## config.mk

```make
export PLATFORM = sky130hd
export DESIGN_NAME = dual_fetch_unit_flat
export DESIGN_NICKNAME = d
export VERILOG_FILES = /design/src/rtl/dual_fetch_unit_if.sv /design/src/rtl/dual_fetch_unit.sv /design/src/flat_wrapper.sv
export SDC_FILE = /design/constraint.sdc
export NUM_CORES = 1
export LEC_CHECK = 0
export ABC_CLOCK_PERIOD_IN_PS = 10790
export BUFFER_PORTS_ARGS = -buffer_cell sky130_fd_sc_hd__buf_2
export CELL_PAD_IN_SITES_DETAIL_PLACEMENT = 1
export CELL_PAD_IN_SITES_GLOBAL_PLACEMENT = 1
export CORE_UTILIZATION = 41
export DETAILED_ROUTE_END_ITERATION = 8
export PLACE_DENSITY_LB_ADDON = 0.08
export REMOVE_ABC_BUFFERS = 1
export SETUP_SLACK_MARGIN = 0.15
export SYNTH_ARGS = -nofsm -noshare
export SYNTH_HDL_FRONTEND = slang
export SYNTH_SLANG_ARGS = --single-unit
```

## constraint.sdc

```tcl
create_clock -name clk -period 10.79 [get_ports clk]
set_clock_uncertainty 0.1 [all_clocks]
set_input_delay 1.079 -clock clk [delete_from_list [all_inputs] [get_ports clk]]
set_output_delay 1.079 -clock clk [all_outputs]
set_load 0.02 [all_outputs]
```

## src/rtl/dual_fetch_unit_if.sv

```systemverilog
// Per-channel fetch port bundle: program-memory read port, control inputs and
// the valid/ready instruction stream toward decode.
interface dual_fetch_unit_if #(
    parameter int AW = 8,
    parameter int DW = 16
);
    logic [AW-1:0] pmem_o;
    logic [DW-1:0] pmem_data_i;
    logic          start_i;
    logic [AW-1:0] start_pc_i;
    logic          redirect_i;
    logic [AW-1:0] redirect_pc_i;
    logic          instr_valid_o;
    logic          instr_ready_i;
    logic [DW-1:0] instr_o;
    logic [AW-1:0] instr_pc_o;
    logic          busy_o;

    modport master (
        output pmem_o, instr_valid_o, instr_o, instr_pc_o, busy_o,
        input  pmem_data_i, start_i, start_pc_i, redirect_i, redirect_pc_i, instr_ready_i
    );
    modport slave (
        input  pmem_o, instr_valid_o, instr_o, instr_pc_o, busy_o,
        output pmem_data_i, start_i, start_pc_i, redirect_i, redirect_pc_i, instr_ready_i
    );
endinterface

```

## src/rtl/dual_fetch_unit.sv

```systemverilog
// Two independent instruction fetch channels, each with its own PC, a 2-entry
// {instr, pc} queue and RET/redirect handling.
module dual_fetch_channel #(
    parameter int AW = 8,
    parameter int DW = 16
) (
    input logic              clk,
    input logic              reset,
    dual_fetch_unit_if.master ch
);
    typedef enum logic [1:0] {IDLE, FETCH, DRAIN} state_e;

    state_e                 state_q, state_d;
    logic [AW-1:0]          pc_q, pc_d;
    logic [1:0]             cnt_q, cnt_d;
    logic [1:0][DW-1:0]     qi_q, qi_d;
    logic [1:0][AW-1:0]     qp_q, qp_d;
    logic                   flush, pop, enq, is_ret, wr_idx;

    always_ff @(posedge clk or posedge reset) begin
        if (reset) begin
            state_q <= IDLE;
            pc_q    <= '0;
            cnt_q   <= '0;
            qi_q    <= '0;
            qp_q    <= '0;
        end else begin
            state_q <= state_d;
            pc_q    <= pc_d;
            cnt_q   <= cnt_d;
            qi_q    <= qi_d;
            qp_q    <= qp_d;
        end
    end

    always_comb begin
        state_d = state_q;
        pc_d    = pc_q;
        cnt_d   = cnt_q;
        qi_d    = qi_q;
        qp_d    = qp_q;
        flush   = ch.redirect_i && (state_q != IDLE);
        pop     = !flush && (cnt_q != 2'd0) && ch.instr_ready_i;
        enq     = !flush && (state_q == FETCH) && ((cnt_q != 2'd2) || pop);
        is_ret  = (ch.pmem_data_i[DW-1 -: 4] == 4'hF);
        // Slot the new word lands in once any pop has shifted the queue.
        wr_idx  = (cnt_q == 2'd2) || ((cnt_q == 2'd1) && !pop);

        if (flush) begin
            cnt_d   = 2'd0;
            pc_d    = ch.redirect_pc_i;
            state_d = FETCH;
        end else begin
            case (state_q)
                IDLE: if (ch.start_i) begin
                    pc_d    = ch.start_pc_i;
                    state_d = FETCH;
                end
                FETCH: if (enq) begin
                    if (is_ret) state_d = DRAIN;
                    else        pc_d    = pc_q + AW'(1);
                end
                DRAIN: if (pop && (cnt_q == 2'd1)) state_d = IDLE;
                default: state_d = IDLE;
            endcase
            // Shift only when a second entry exists, so the head stays stable when emptied.
            if (pop && (cnt_q == 2'd2)) begin
                qi_d[0] = qi_q[1];
                qp_d[0] = qp_q[1];
            end
            if (enq) begin
                qi_d[wr_idx] = ch.pmem_data_i;
                qp_d[wr_idx] = pc_q;
            end
            cnt_d = cnt_q + 2'(enq) - 2'(pop);
        end
    end

    assign ch.pmem_o        = pc_q;
    assign ch.instr_valid_o = (cnt_q != 2'd0);
    assign ch.instr_o       = qi_q[0];
    assign ch.instr_pc_o    = qp_q[0];
    assign ch.busy_o        = (state_q != IDLE);
endmodule

module dual_fetch_unit #(
    parameter int PROGRAM_MEM_ADDR_BITS = 8,
    parameter int PROGRAM_MEM_DATA_BITS = 16
) (
    input logic              clk,
    input logic              reset,
    dual_fetch_unit_if.master ch1,
    dual_fetch_unit_if.master ch2
);
    dual_fetch_channel #(.AW(PROGRAM_MEM_ADDR_BITS), .DW(PROGRAM_MEM_DATA_BITS)) u_ch1 (
        .clk(clk), .reset(reset), .ch(ch1)
    );
    dual_fetch_channel #(.AW(PROGRAM_MEM_ADDR_BITS), .DW(PROGRAM_MEM_DATA_BITS)) u_ch2 (
        .clk(clk), .reset(reset), .ch(ch2)
    );
endmodule

```

## src/flat_wrapper.sv

```systemverilog
// flat-port wrapper written by rule: the top's interface ports become plain ports
module dual_fetch_unit_flat 
#(
    parameter int PROGRAM_MEM_ADDR_BITS = 8,
    parameter int PROGRAM_MEM_DATA_BITS = 16
)
  (clk, reset, ch1_pmem_o, ch1_instr_valid_o, ch1_instr_o, ch1_instr_pc_o, ch1_busy_o, ch1_pmem_data_i, ch1_start_i, ch1_start_pc_i, ch1_redirect_i, ch1_redirect_pc_i, ch1_instr_ready_i, ch2_pmem_o, ch2_instr_valid_o, ch2_instr_o, ch2_instr_pc_o, ch2_busy_o, ch2_pmem_data_i, ch2_start_i, ch2_start_pc_i, ch2_redirect_i, ch2_redirect_pc_i, ch2_instr_ready_i);
  dual_fetch_unit_if #(.AW(8), .DW(16)) ch1_i ();
  dual_fetch_unit_if #(.AW(8), .DW(16)) ch2_i ();
  input logic clk;
  input logic reset;
  output wire logic [$bits(ch1_i.pmem_o)-1:0] ch1_pmem_o;
  output wire logic [$bits(ch1_i.instr_valid_o)-1:0] ch1_instr_valid_o;
  output wire logic [$bits(ch1_i.instr_o)-1:0] ch1_instr_o;
  output wire logic [$bits(ch1_i.instr_pc_o)-1:0] ch1_instr_pc_o;
  output wire logic [$bits(ch1_i.busy_o)-1:0] ch1_busy_o;
  input wire logic [$bits(ch1_i.pmem_data_i)-1:0] ch1_pmem_data_i;
  input wire logic [$bits(ch1_i.start_i)-1:0] ch1_start_i;
  input wire logic [$bits(ch1_i.start_pc_i)-1:0] ch1_start_pc_i;
  input wire logic [$bits(ch1_i.redirect_i)-1:0] ch1_redirect_i;
  input wire logic [$bits(ch1_i.redirect_pc_i)-1:0] ch1_redirect_pc_i;
  input wire logic [$bits(ch1_i.instr_ready_i)-1:0] ch1_instr_ready_i;
  output wire logic [$bits(ch2_i.pmem_o)-1:0] ch2_pmem_o;
  output wire logic [$bits(ch2_i.instr_valid_o)-1:0] ch2_instr_valid_o;
  output wire logic [$bits(ch2_i.instr_o)-1:0] ch2_instr_o;
  output wire logic [$bits(ch2_i.instr_pc_o)-1:0] ch2_instr_pc_o;
  output wire logic [$bits(ch2_i.busy_o)-1:0] ch2_busy_o;
  input wire logic [$bits(ch2_i.pmem_data_i)-1:0] ch2_pmem_data_i;
  input wire logic [$bits(ch2_i.start_i)-1:0] ch2_start_i;
  input wire logic [$bits(ch2_i.start_pc_i)-1:0] ch2_start_pc_i;
  input wire logic [$bits(ch2_i.redirect_i)-1:0] ch2_redirect_i;
  input wire logic [$bits(ch2_i.redirect_pc_i)-1:0] ch2_redirect_pc_i;
  input wire logic [$bits(ch2_i.instr_ready_i)-1:0] ch2_instr_ready_i;
  assign ch1_pmem_o = ch1_i.pmem_o;
  assign ch1_instr_valid_o = ch1_i.instr_valid_o;
  assign ch1_instr_o = ch1_i.instr_o;
  assign ch1_instr_pc_o = ch1_i.instr_pc_o;
  assign ch1_busy_o = ch1_i.busy_o;
  assign ch1_i.pmem_data_i = ch1_pmem_data_i;
  assign ch1_i.start_i = ch1_start_i;
  assign ch1_i.start_pc_i = ch1_start_pc_i;
  assign ch1_i.redirect_i = ch1_redirect_i;
  assign ch1_i.redirect_pc_i = ch1_redirect_pc_i;
  assign ch1_i.instr_ready_i = ch1_instr_ready_i;
  assign ch2_pmem_o = ch2_i.pmem_o;
  assign ch2_instr_valid_o = ch2_i.instr_valid_o;
  assign ch2_instr_o = ch2_i.instr_o;
  assign ch2_instr_pc_o = ch2_i.instr_pc_o;
  assign ch2_busy_o = ch2_i.busy_o;
  assign ch2_i.pmem_data_i = ch2_pmem_data_i;
  assign ch2_i.start_i = ch2_start_i;
  assign ch2_i.start_pc_i = ch2_start_pc_i;
  assign ch2_i.redirect_i = ch2_redirect_i;
  assign ch2_i.redirect_pc_i = ch2_redirect_pc_i;
  assign ch2_i.instr_ready_i = ch2_instr_ready_i;
  dual_fetch_unit #(.PROGRAM_MEM_ADDR_BITS(PROGRAM_MEM_ADDR_BITS), .PROGRAM_MEM_DATA_BITS(PROGRAM_MEM_DATA_BITS)) u_core (.clk(clk), .reset(reset), .ch1(ch1_i), .ch2(ch2_i));
endmodule
```

==> results.md <==
* DR WL/cell at 17.8 um
* CTS Buf Count at 17
* R2r worst-path depth at 4
* Final Hold Fails at 0
* Ys Warns at 0
* FP Rows at 44
* Static leakage at 3.40 nW
* Top FF cell, synth: dfrtp_1
* Non-filler instance count after layout at 855
* Setup bufs post-CTS at 0
* GRT met2 Usage at 36.4%
* Post-synthesis cell count at 579
* Worst Hold Slack at 406 ps
* Io pins at 140
* Drt initial violations at 215
* Pwr Density at 315 nW/um2
* Post-layout minimum cycle time at 3620 ps
* Post-DP HPWL at 10400 um
* DR DRC count at 0
* I/O Buffers at 139
* Fillers at 1594
* Setup TNS at 0 ps
* Synth Area in Simple Gates at 7.87%
* Largest family of logic cells by synthesized area: compound AO/OA/AOI/OAI gates
* Worst-Margin Slew at 1140 ps
* Reg2reg setup slack at 7170 ps
* Number of enable flip-flop cells after synthesis at 0
* Later-pin clock latency in the skew report at 410 ps
* Final setup viols at 0
* Post-Route WL at 15200 um
* Most frequent cells in the layout: buf_2 (139), dfrtp_1 (120), mux2_2 (58)
* First-pass GRT wire length at 24400 um
* Met1 Resource Use GR at 26.3%
* Tcrit/Tclk final at 33.5%
* Post-CTS Hold Buffers at 0
* WHS Path Cells at 1
* CP Capture Type: flop
* Post-synthesis compound-gate area fraction at 17.3%
* H-tree depth at 4
* Syn-to-layout area delta at 17.5%
* Die Width at 124 um
* DR vias at 4579
* Grt ovf at 0
* GRT Total Usage at 21.1%
* Mux contribution to synthesized area at 11.2%
* Post_cts resized at 0
* Status: finished, final reports clean
* Met3 Usage GRT at 5.04%
* Hold/Removal Path Class: flop to flop
* Clock slew seen by the registers of the worst setup and hold paths at 50 ps
* Critical Path RT at 11010 ps
* Synthesized flop and latch total at 120
* Kind of critical path: flop to flop
* Placement Setup Slack at 6750 ps
* Fin worst setup slack at 7170 ps
* # Max-Cap Violations at 0
* RePlAce Congestion at 0.867
* Max frequency at 276 MHz
* Unrepaired setup endpoints after global routing: false
* Max rail drop VDD at 126 uV
* CTS tree: done
* Ant. Diodes at 0
* Slew HR at 23.5%
* Ys async rst share at 100%
* Placed Instance Area at 6520 um2
* Synth Area in XOR/XNOR at 0.865%
* Max Transition Viols Final at 0
* Seq/Total Area, Yosys at 49.4%
* Total core area at 14500 um2
* Initial antenna violation count at 0
* Nets at 737
* Die area at 15300 um2
* Clock Tree Buf Depth at 2
* Synth unique cells at 51
* Root Buffer Master: clkbuf_16
* Synth Area in Adders at 1.24%
* Avg Synthesized Cell Area at 10.5 um2
* Antenna Nets Post-Route at 0
* Yosys top cell by area: dfrtp_1
* Starting Density at 42.0%
* Finished Cell Area at 7140 um2
* Critical path startpoint category: flop
* Commonest non-fill, non-tap cell in the layout: buf_2
* CTS Sinks at 120
* Vias in the first global route at 4780
* Vias per cell at 5.36
* Dpl cells at 824
* Synth top area cells: dfrtp_1 (49%), mux2_2 (11%), buf_4 (5.9%)
* Synthesized cell area at 6080 um2
* Drt pass-1 iters at 4
* Synth top area share at 49.4%
* Share of layout cells above drive strength 1 at 39.3%
* Crit path max fanout at 25
* Gr busiest metal: met2
* Largest net degree at the start of global routing at 79
* Arrival time worst endpoint at 3830 ps
* Die H at 124 um
stage by stage:
stage | utilization [%] | power (W)
6_report | 49.3 | 0.00225
3_3_place_gp | 45.0 | 0.00163
4_1_cts | 49.3 | 0.00228
2_1_floorplan | - | 0.00137
3_5_place_dp | 45.0 | 0.00168
5_1_grt | 49.3 | 0.00240
state kept, by name, indices dropped and copies added (netlist names):
signal	flops
u_core.u_ch2.state_q	2
u_core.u_ch1.qp_q	8
u_core.u_ch2.qp_q	8
u_core.u_ch1.ch.pmem_o	8
u_core.u_ch2.ch.instr_pc_o	8
u_core.u_ch2.qi_q	16
u_core.u_ch2.cnt_q	2
u_core.u_ch1.cnt_q	2
u_core.u_ch2.ch.pmem_o	8
u_core.u_ch1.state_q	2
u_core.u_ch1.qi_q	16
u_core.u_ch1.ch.instr_o	16
u_core.u_ch2.ch.instr_o	16
u_core.u_ch1.ch.instr_pc_o	8
power by group:
group	leakage, nW	switching [W]	internal [W]
sequential	1.40	0.000170	0.000665
combinational	1.71	0.000480	0.000345
clock	0.298	0.000195	0.000392
kinds of logic (layout without fill, tap and decap cells):
group	after synthesis	count (layout)
AOI/OAI and AO/OA	162	162
buffers and inverters	139	231
DFF	120	120
and+or+nand+nor	85	85
muxes	61	61
adders and majority gates	6	6
xor gates and xnor gates	6	6
cells in the mapped netlist (all sizes together) (2+ instances only):
| master | instances |
|---|---|
| dfrtp | 120 |
| buf | 63 |
| mux2 | 58 |
| a21oi | 57 |
| inv | 57 |
| o22ai | 50 |
| clkbuf | 19 |
| o21ai | 19 |
| nand2 | 18 |
| nor2 | 13 |
| o31ai | 8 |
| a31oi | 7 |
| ha | 6 |
| or2 | 6 |
| and3 | 5 |
| and4 | 5 |
| nand2b | 5 |
| nand3 | 5 |
| nand4 | 5 |
| and2 | 4 |
| nor2b | 4 |
| nor3b | 4 |
| xor2 | 4 |
| a31o | 3 |
| mux2i | 3 |
| o21a | 3 |
| or3 | 3 |
| a211oi | 2 |
| nand3b | 2 |
| o211ai | 2 |
| o32a | 2 |
| or3b | 2 |
| or4 | 2 |
| xnor2 | 2 |
routing by layer:
metal,routed length [um],up-vias
li1,-,2164
met1,6650,2302
met2,7760,103
met3,702,10
met4,121,0
met5,0,-
final cells by class:
| class | instances | area [um2] | share of cell area (%) |
|---|---|---|---|
| clock buffers | 24 | 502 | 7.03 |
| clock inverters | 7 | 115 | 1.61 |
| inverters | 57 | 216 | 3.03 |
| multi-input cells | 320 | 2340 | 32.9 |
| flip-flops and latches | 120 | 3000 | 42.1 |
| well taps | 184 | 230 | 3.23 |
| repair buffers | 143 | 726 | 10.2 |
path summary, 6_finish.rpt:
check,from,to
worst max register to register,u_core.u_ch1.state_q[1],u_core.u_ch1.ch.instr_pc_o[0]
worst min-delay path,u_core.u_ch1.qi_q[24],u_core.u_ch1.qi_q[24]
max in group asynchronous,reset,u_core.u_ch1.qp_q[14]
min in group asynchronous,reset,u_core.u_ch2.qi_q[18]
worst max-delay path,u_core.u_ch1.state_q[1],u_core.u_ch1.ch.instr_pc_o[0]
worst min register to register,u_core.u_ch1.qi_q[24],u_core.u_ch1.qi_q[24]
critical path: stages (launching register included):
cell     delay (ps)
dfrtp_1         480
o21ai_0         940
nand3_1         960
and2_1          740
a21oi_1         290
Power figures use the tool's default switching activity.
